## config.mk

```make
export PLATFORM = sky130hd
export DESIGN_NAME = golay24_enc_pack
export DESIGN_NICKNAME = d
export VERILOG_FILES = /design/src/rtl/golay24_enc_pack_pkg.sv /design/src/rtl/golay24_enc_pack_enc.sv /design/src/rtl/golay24_enc_pack.sv
export SDC_FILE = /design/constraint.sdc
export NUM_CORES = 1
export LEC_CHECK = 0
export ABC_CLOCK_PERIOD_IN_PS = 4000
export CORE_UTILIZATION = 40
export CTS_BUF_LIST = sky130_fd_sc_hd__clkbuf_4
export CTS_CLUSTER_DIAMETER = 120
export DETAILED_ROUTE_END_ITERATION = 10
export GPL_TIMING_DRIVEN = 0
export REMOVE_ABC_BUFFERS = 1
export SLEW_MARGIN = 20
export SYNTH_ARGS = -nofsm -noshare
export SYNTH_HDL_FRONTEND = slang
export SYNTH_SLANG_ARGS = --single-unit
export TNS_END_PERCENT = 30
```

## constraint.sdc

```tcl
create_clock -name CLK -period 4 [get_ports CLK]
set_clock_uncertainty 0.05 [all_clocks]
set_input_delay 0.8 -clock CLK [delete_from_list [all_inputs] [get_ports CLK]]
set_output_delay 0.8 -clock CLK [all_outputs]
set_load 0.03 [all_outputs]
```

## src/rtl/golay24_enc_pack_pkg.sv

```systemverilog
// Shared extended Golay (24,12) definitions: parity rows, widths and the
// packer FSM encoding. The Golay decoder imports this package as well.
package golay24_enc_pack_pkg;

  localparam int DATA_W = 12;
  localparam int PAR_W  = 12;
  localparam int CW_W   = 24;
  localparam int DOUT_W = 16;

  // Row r is XORed into the parity whenever data bit r is set.
  localparam logic [PAR_W-1:0] B_ROW [DATA_W] = '{
    12'hDC5, 12'hB8B, 12'h717, 12'hE2D, 12'hC5B, 12'h8B7,
    12'h16F, 12'h2DD, 12'h5B9, 12'hB71, 12'h6E3, 12'hFFE
  };

  typedef logic [CW_W-1:0] codeword_t;

  typedef enum logic [2:0] {
    ST_IDLE,
    ST_HAVE_A,
    ST_EMIT0,
    ST_EMIT1,
    ST_EMIT2
  } state_t;

endpackage

```

## src/rtl/golay24_enc_pack_enc.sv

```systemverilog
// Combinational systematic Golay (24,12) encoder: codeword = {data, parity}.
module golay24_enc
  import golay24_enc_pack_pkg::*;
(
  input  logic [DATA_W-1:0] din,
  output codeword_t         codeword
);

  logic [PAR_W-1:0] parity;

  // NOTE: every variable written in always_comb gets a default first, so no
  // path leaves it unassigned and no latch is inferred.
  always_comb begin
    parity = '0;
    for (int r = 0; r < DATA_W; r++) begin
      if (din[r]) parity = parity ^ B_ROW[r];
    end
    codeword = {din, parity};
  end

endmodule

```

## src/rtl/golay24_enc_pack.sv

```systemverilog
// Encodes 12-bit words to Golay (24,12) and packs codeword pairs (48 bits)
// into three 16-bit words for the PROM writer, with a flush for odd counts.
module golay24_enc_pack
  import golay24_enc_pack_pkg::*;
#(
  parameter int CNT_W = 16
) (
  input  logic              CLK,
  input  logic              RST,
  input  logic [DATA_W-1:0] DIN,
  input  logic              DIN_VLD,
  output logic              DIN_RDY,
  input  logic              FLUSH,
  output logic [DOUT_W-1:0] DOUT,
  output logic              DOUT_VLD,
  input  logic              DOUT_RDY,
  output logic              BUSY,
  output logic [CNT_W-1:0]  WORD_CNT
);

  state_t     state_q, state_next;
  codeword_t  cw;
  codeword_t  a_q, b_q;
  logic [CNT_W-1:0] cnt_q;
  logic       din_fire, dout_fire;

  golay24_enc u_enc (
    .din      (DIN),
    .codeword (cw)
  );

  assign din_fire  = DIN_VLD & DIN_RDY;
  assign dout_fire = DOUT_VLD & DOUT_RDY;
  assign WORD_CNT  = cnt_q;

  // NOTE: sequential state uses non-blocking assignments so every register
  // samples the pre-edge values, independent of statement order.
  always_ff @(posedge CLK or posedge RST) begin
    if (RST) state_q <= ST_IDLE;
    else     state_q <= state_next;
  end

  always_comb begin
    state_next = state_q;
    unique case (state_q)
      ST_IDLE:   if (din_fire)           state_next = ST_HAVE_A;
      ST_HAVE_A: if (din_fire || FLUSH)  state_next = ST_EMIT0;
      ST_EMIT0:  if (dout_fire)          state_next = ST_EMIT1;
      ST_EMIT1:  if (dout_fire)          state_next = ST_EMIT2;
      ST_EMIT2:  if (dout_fire)          state_next = ST_IDLE;
      default:                           state_next = ST_IDLE;
    endcase
  end

  // Readiness and output data depend on the state alone, never on DOUT_RDY.
  always_comb begin
    DIN_RDY  = 1'b0;
    DOUT_VLD = 1'b0;
    DOUT     = '0;
    BUSY     = (state_q != ST_IDLE);
    unique case (state_q)
      ST_IDLE, ST_HAVE_A: DIN_RDY = 1'b1;
      ST_EMIT0: begin
        DOUT_VLD = 1'b1;
        DOUT     = a_q[23:8];
      end
      ST_EMIT1: begin
        DOUT_VLD = 1'b1;
        DOUT     = {a_q[7:0], b_q[23:16]};
      end
      ST_EMIT2: begin
        DOUT_VLD = 1'b1;
        DOUT     = b_q[15:0];
      end
      default: ;
    endcase
  end

  // Data taken alongside a FLUSH wins; a bare FLUSH pads B with zeros.
  always_ff @(posedge CLK or posedge RST) begin
    if (RST) begin
      a_q <= '0;
      b_q <= '0;
    end else begin
      if (state_q == ST_IDLE && din_fire) a_q <= cw;
      if (state_q == ST_HAVE_A) begin
        if (din_fire)   b_q <= cw;
        else if (FLUSH) b_q <= '0;
      end
    end
  end

  always_ff @(posedge CLK or posedge RST) begin
    if (RST)            cnt_q <= '0;
    else if (dout_fire) cnt_q <= cnt_q + 1'b1;
  end

endmodule

```

==> results.sh <==
export IMPL_status="completed"
export IMPL_yosysSeqAreaShare=0.492
export IMPL_worst_slack_ns=0.314
export IMPL_place_worst_setup_slack_ns=0.727
export IMPL_vias_per_cell=5.19
export IMPL_cp_start_kind="register"
export IMPL_utilization=0.508
export IMPL_grt_max_degree=54
export IMPL_fmax_ghz=0.271
export IMPL_start_util=0.414
export IMPL_die_h_um=94.3
export IMPL_dp_final_hpwl_mm=4.89
export IMPL_wirelength_mm=7.31
export IMPL_worstMarginPinSlew_ns=0.998
export IMPL_die_area_sq_um=8890
export IMPL_rsz0062_at_grt="no"
export IMPL_io_pins=52
export IMPL_hold_path_class="reg -> reg"
export IMPL_r2r_worst_path_cells=3
export IMPL_grt_pass1_vias=2336
export IMPL_yosys_top_cells_count="dfrtp_1 (67), xnor2_1 (40), nand2_1 (37)"
export IMPL_rows=33
export IMPL_wl_met2_mm=3.43
export IMPL_cp_endpoint="DOUT[8]"
export IMPL_seqPwrFrac=0.373
export IMPL_r2r_start="state_q[0]"
export IMPL_drv_cap=0
export IMPL_synth_cell_types=34
export IMPL_p_switching_mw=1.22
export IMPL_route_antenna_remaining_nets=0
export IMPL_cts_hold_buffers=0
export IMPL_avgSynthCellArea_sq_um=11.2
export IMPL_power_frac_clock=0.178
export IMPL_pwr_share_comb=0.449
export IMPL_area_delta_synth_final_pct=22.4
export IMPL_cts_num_sinks=67
export IMPL_synth_top_area_cell="dfrtp_1"
export IMPL_core_sq_um=8220
export IMPL_r2r_end="b_q[14]"
export IMPL_slew_headroom=0.335
export IMPL_gp_congestion=0.743
export IMPL_synth_top_family_by_area="XOR/XNOR gates"
export IMPL_synth_compound_area_frac=0.127
export IMPL_cts_tree="done"
export IMPL_netlist_area_sq_um=3410
export IMPL_clk_path_buf_depth=2
export IMPL_post_route_period_util=0.921
export IMPL_synth_mux_area_fraction=0.0900
export IMPL_synthSimpleGateAreaFrac=0.0896
export IMPL_swShare=0.393
export IMPL_cts_setup_buffers=0
export IMPL_crit_path_end_kind="output pin"
export IMPL_p_leak_nw=1.75
export IMPL_synth_seq_cells=67
export IMPL_dpl_cell_count=440
export IMPL_synth_top_area_share=0.492
export IMPL_routed_wl_met3_um=297
export IMPL_diodes=0
export IMPL_drtIter0Drc=48
export IMPL_yosys_top_cells_area="dfrtp_1 (49%), xnor2_1 (10%), xor2_1 (5.1%)"
export IMPL_setup_viol=0
export IMPL_period_minus_slack_ns=3.69
export IMPL_wl_met1_mm=3.47
export IMPL_drive_gt1_frac=0.103
export IMPL_yosysMostFrequentCell="dfrtp_1"
export IMPL_htreeDepth=3
export IMPL_synth_fa_ha_area_frac=0.00367
export IMPL_cts_root_buf="clkbuf_4"
export IMPL_irDropWorstVdd_mv=0.329
export IMPL_arrival_ns=2.84
export IMPL_num_vias=2368
export IMPL_clk_pin_slew_ns=0.10
export IMPL_timing_critical_path_from="state_q[0]"
export IMPL_io_buffers=51
export IMPL_p_int_mw=1.88
export IMPL_post_layout_nonfiller_instances=456
export IMPL_crit_type="reg -> out"
export IMPL_grt_ovfl_total=0
export IMPL_setup_tns_ns=0
export IMPL_holdPathStages=1
export IMPL_insertion_delay_ns=0.40
export IMPL_maxUsedRoutingLayer="met4"
export IMPL_yosysWarnings=0
export IMPL_gr_usage_all_layers=0.177
export IMPL_synthXorXnorAreaFrac=0.168
export IMPL_finalNetCount=364
export IMPL_die_w_um=94.3
export IMPL_crit_required_ns=3.15
export IMPL_synthCells=304
export IMPL_synth_ff_type="dfrtp_1"
export IMPL_powerDensity_nw_per_um2=744
export IMPL_route_detailed_drc=0
export IMPL_finalHoldViolCount=0
export IMPL_synth_edf_count=0
export IMPL_antenna_found_initial=0
export IMPL_drt_first_pass_iters=5
export IMPL_cts_resized=0
export IMPL_async_reset_ff_frac=1.00
export IMPL_grt_pass1_wl_mm=11.9
export IMPL_wl_per_cell_um=16.0
export IMPL_cts_buffers=9
export IMPL_finalMaxSlewViolations=0
export IMPL_rrSetupSlack_ns=1.73
export IMPL_critPathMaxFanout=28
-- metrics by stage --
step	cell area, sq um	hold slack [ns]	power [mW]
2_1_floorplan	3310	0.399	2.06
3_3_place_gp	3950	0.410	2.54
3_5_place_dp	4000	0.423	2.58
4_1_cts	4170	0.447	3.14
5_1_grt	4170	0.459	3.29
6_report	4170	0.434	3.10
-- cells in the final DEF, fill, tap and decap left out --
cell type	netlist	layout
dfrtp_1	67	66
clkdlybuf4s50_1	0	51
xnor2_1	40	40
nand2_1	37	37
o21ai_0	28	28
xor2_1	20	20
mux2i_1	16	16
mux2_2	13	13
a22o_1	12	12
o2bb2ai_1	12	12
clkbuf_4	0	9
nand3_1	6	6
nor2_1	3	3
and3_1	3	3
and4_1	3	3
nand4_1	3	3
clkinv_1	0	3
bufinv_16	0	3
nor2b_1	2	2
xnor3_1	2	2
a211oi_4	2	2
a211oi_1	2	2
nand3b_2	1	1
nand2b_1	1	1
or3b_4	1	1
and2_1	1	1
a311oi_1	1	1
a21boi_2	1	1
nor3b_2	0	1
or3_1	1	1
inv_4	0	1
o22ai_1	1	1
ha_1	1	1
clkinv_2	0	1
buf_16	0	1
buf_6	1	1
dfrtp_2	0	1
-- critical path, stage by stage (launching register included) --
cell,delay [ns]
dfrtp_2,0.68
nor3b_2,0.66
buf_6,0.23
nand2_1,0.07
o21ai_0,0.08
clkdlybuf4s50_1,0.71
-- registers in the layout (all words and copies together) (netlist names) --
name / cells
WORD_CNT: 16
a_q: 24
b_q: 24
state_q: 3
-- kinds of logic after synthesis --
family,count (synthesis)
compound gates,59
mux,29
flops,67
simple gates,63
xor+xnor,62
buf+inv,23
fa+ha+maj,1
-- power by group through the flow --
stage / logic [mW] / registers (mW) / clock network (mW)
after detailed placement: 1.41 / 1.17 / 0
after floorplan: 0.897 / 1.16 / 0
final: 1.39 / 1.16 / 0.552
after global placement: 1.38 / 1.16 / 0
after CTS: 1.41 / 1.16 / 0.564
after global routing: 1.51 / 1.19 / 0.589
-- worst min-delay path by stage --
stage | start | to
floorplan | a_q[10] | a_q[10]
global placement | WORD_CNT[15] | WORD_CNT[15]
detailed placement | a_q[9] | a_q[9]
CTS | WORD_CNT[15] | WORD_CNT[15]
global route | b_q[4] | b_q[4]
finish | WORD_CNT[15] | WORD_CNT[15]
-- per-layer routing --
metal,vias up,global-route usage
met3,9,0.0348
met5,-,0
met4,0,0.0756
met2,58,0.285
met1,1166,0.232
li1,1135,-
-- final cells by class --
class / instances / area, sq um
Tap cell: 105 / 131
Fill cell: 768 / 4050
Timing Repair Buffer: 53 / 549
Sequential cell: 67 / 1680
Clock inverter: 7 / 106
Multi-Input combinational cell: 214 / 1630
Clock buffer: 9 / 67.6
Inverter: 1 / 6.26
(Power assumes the default switching activity.)
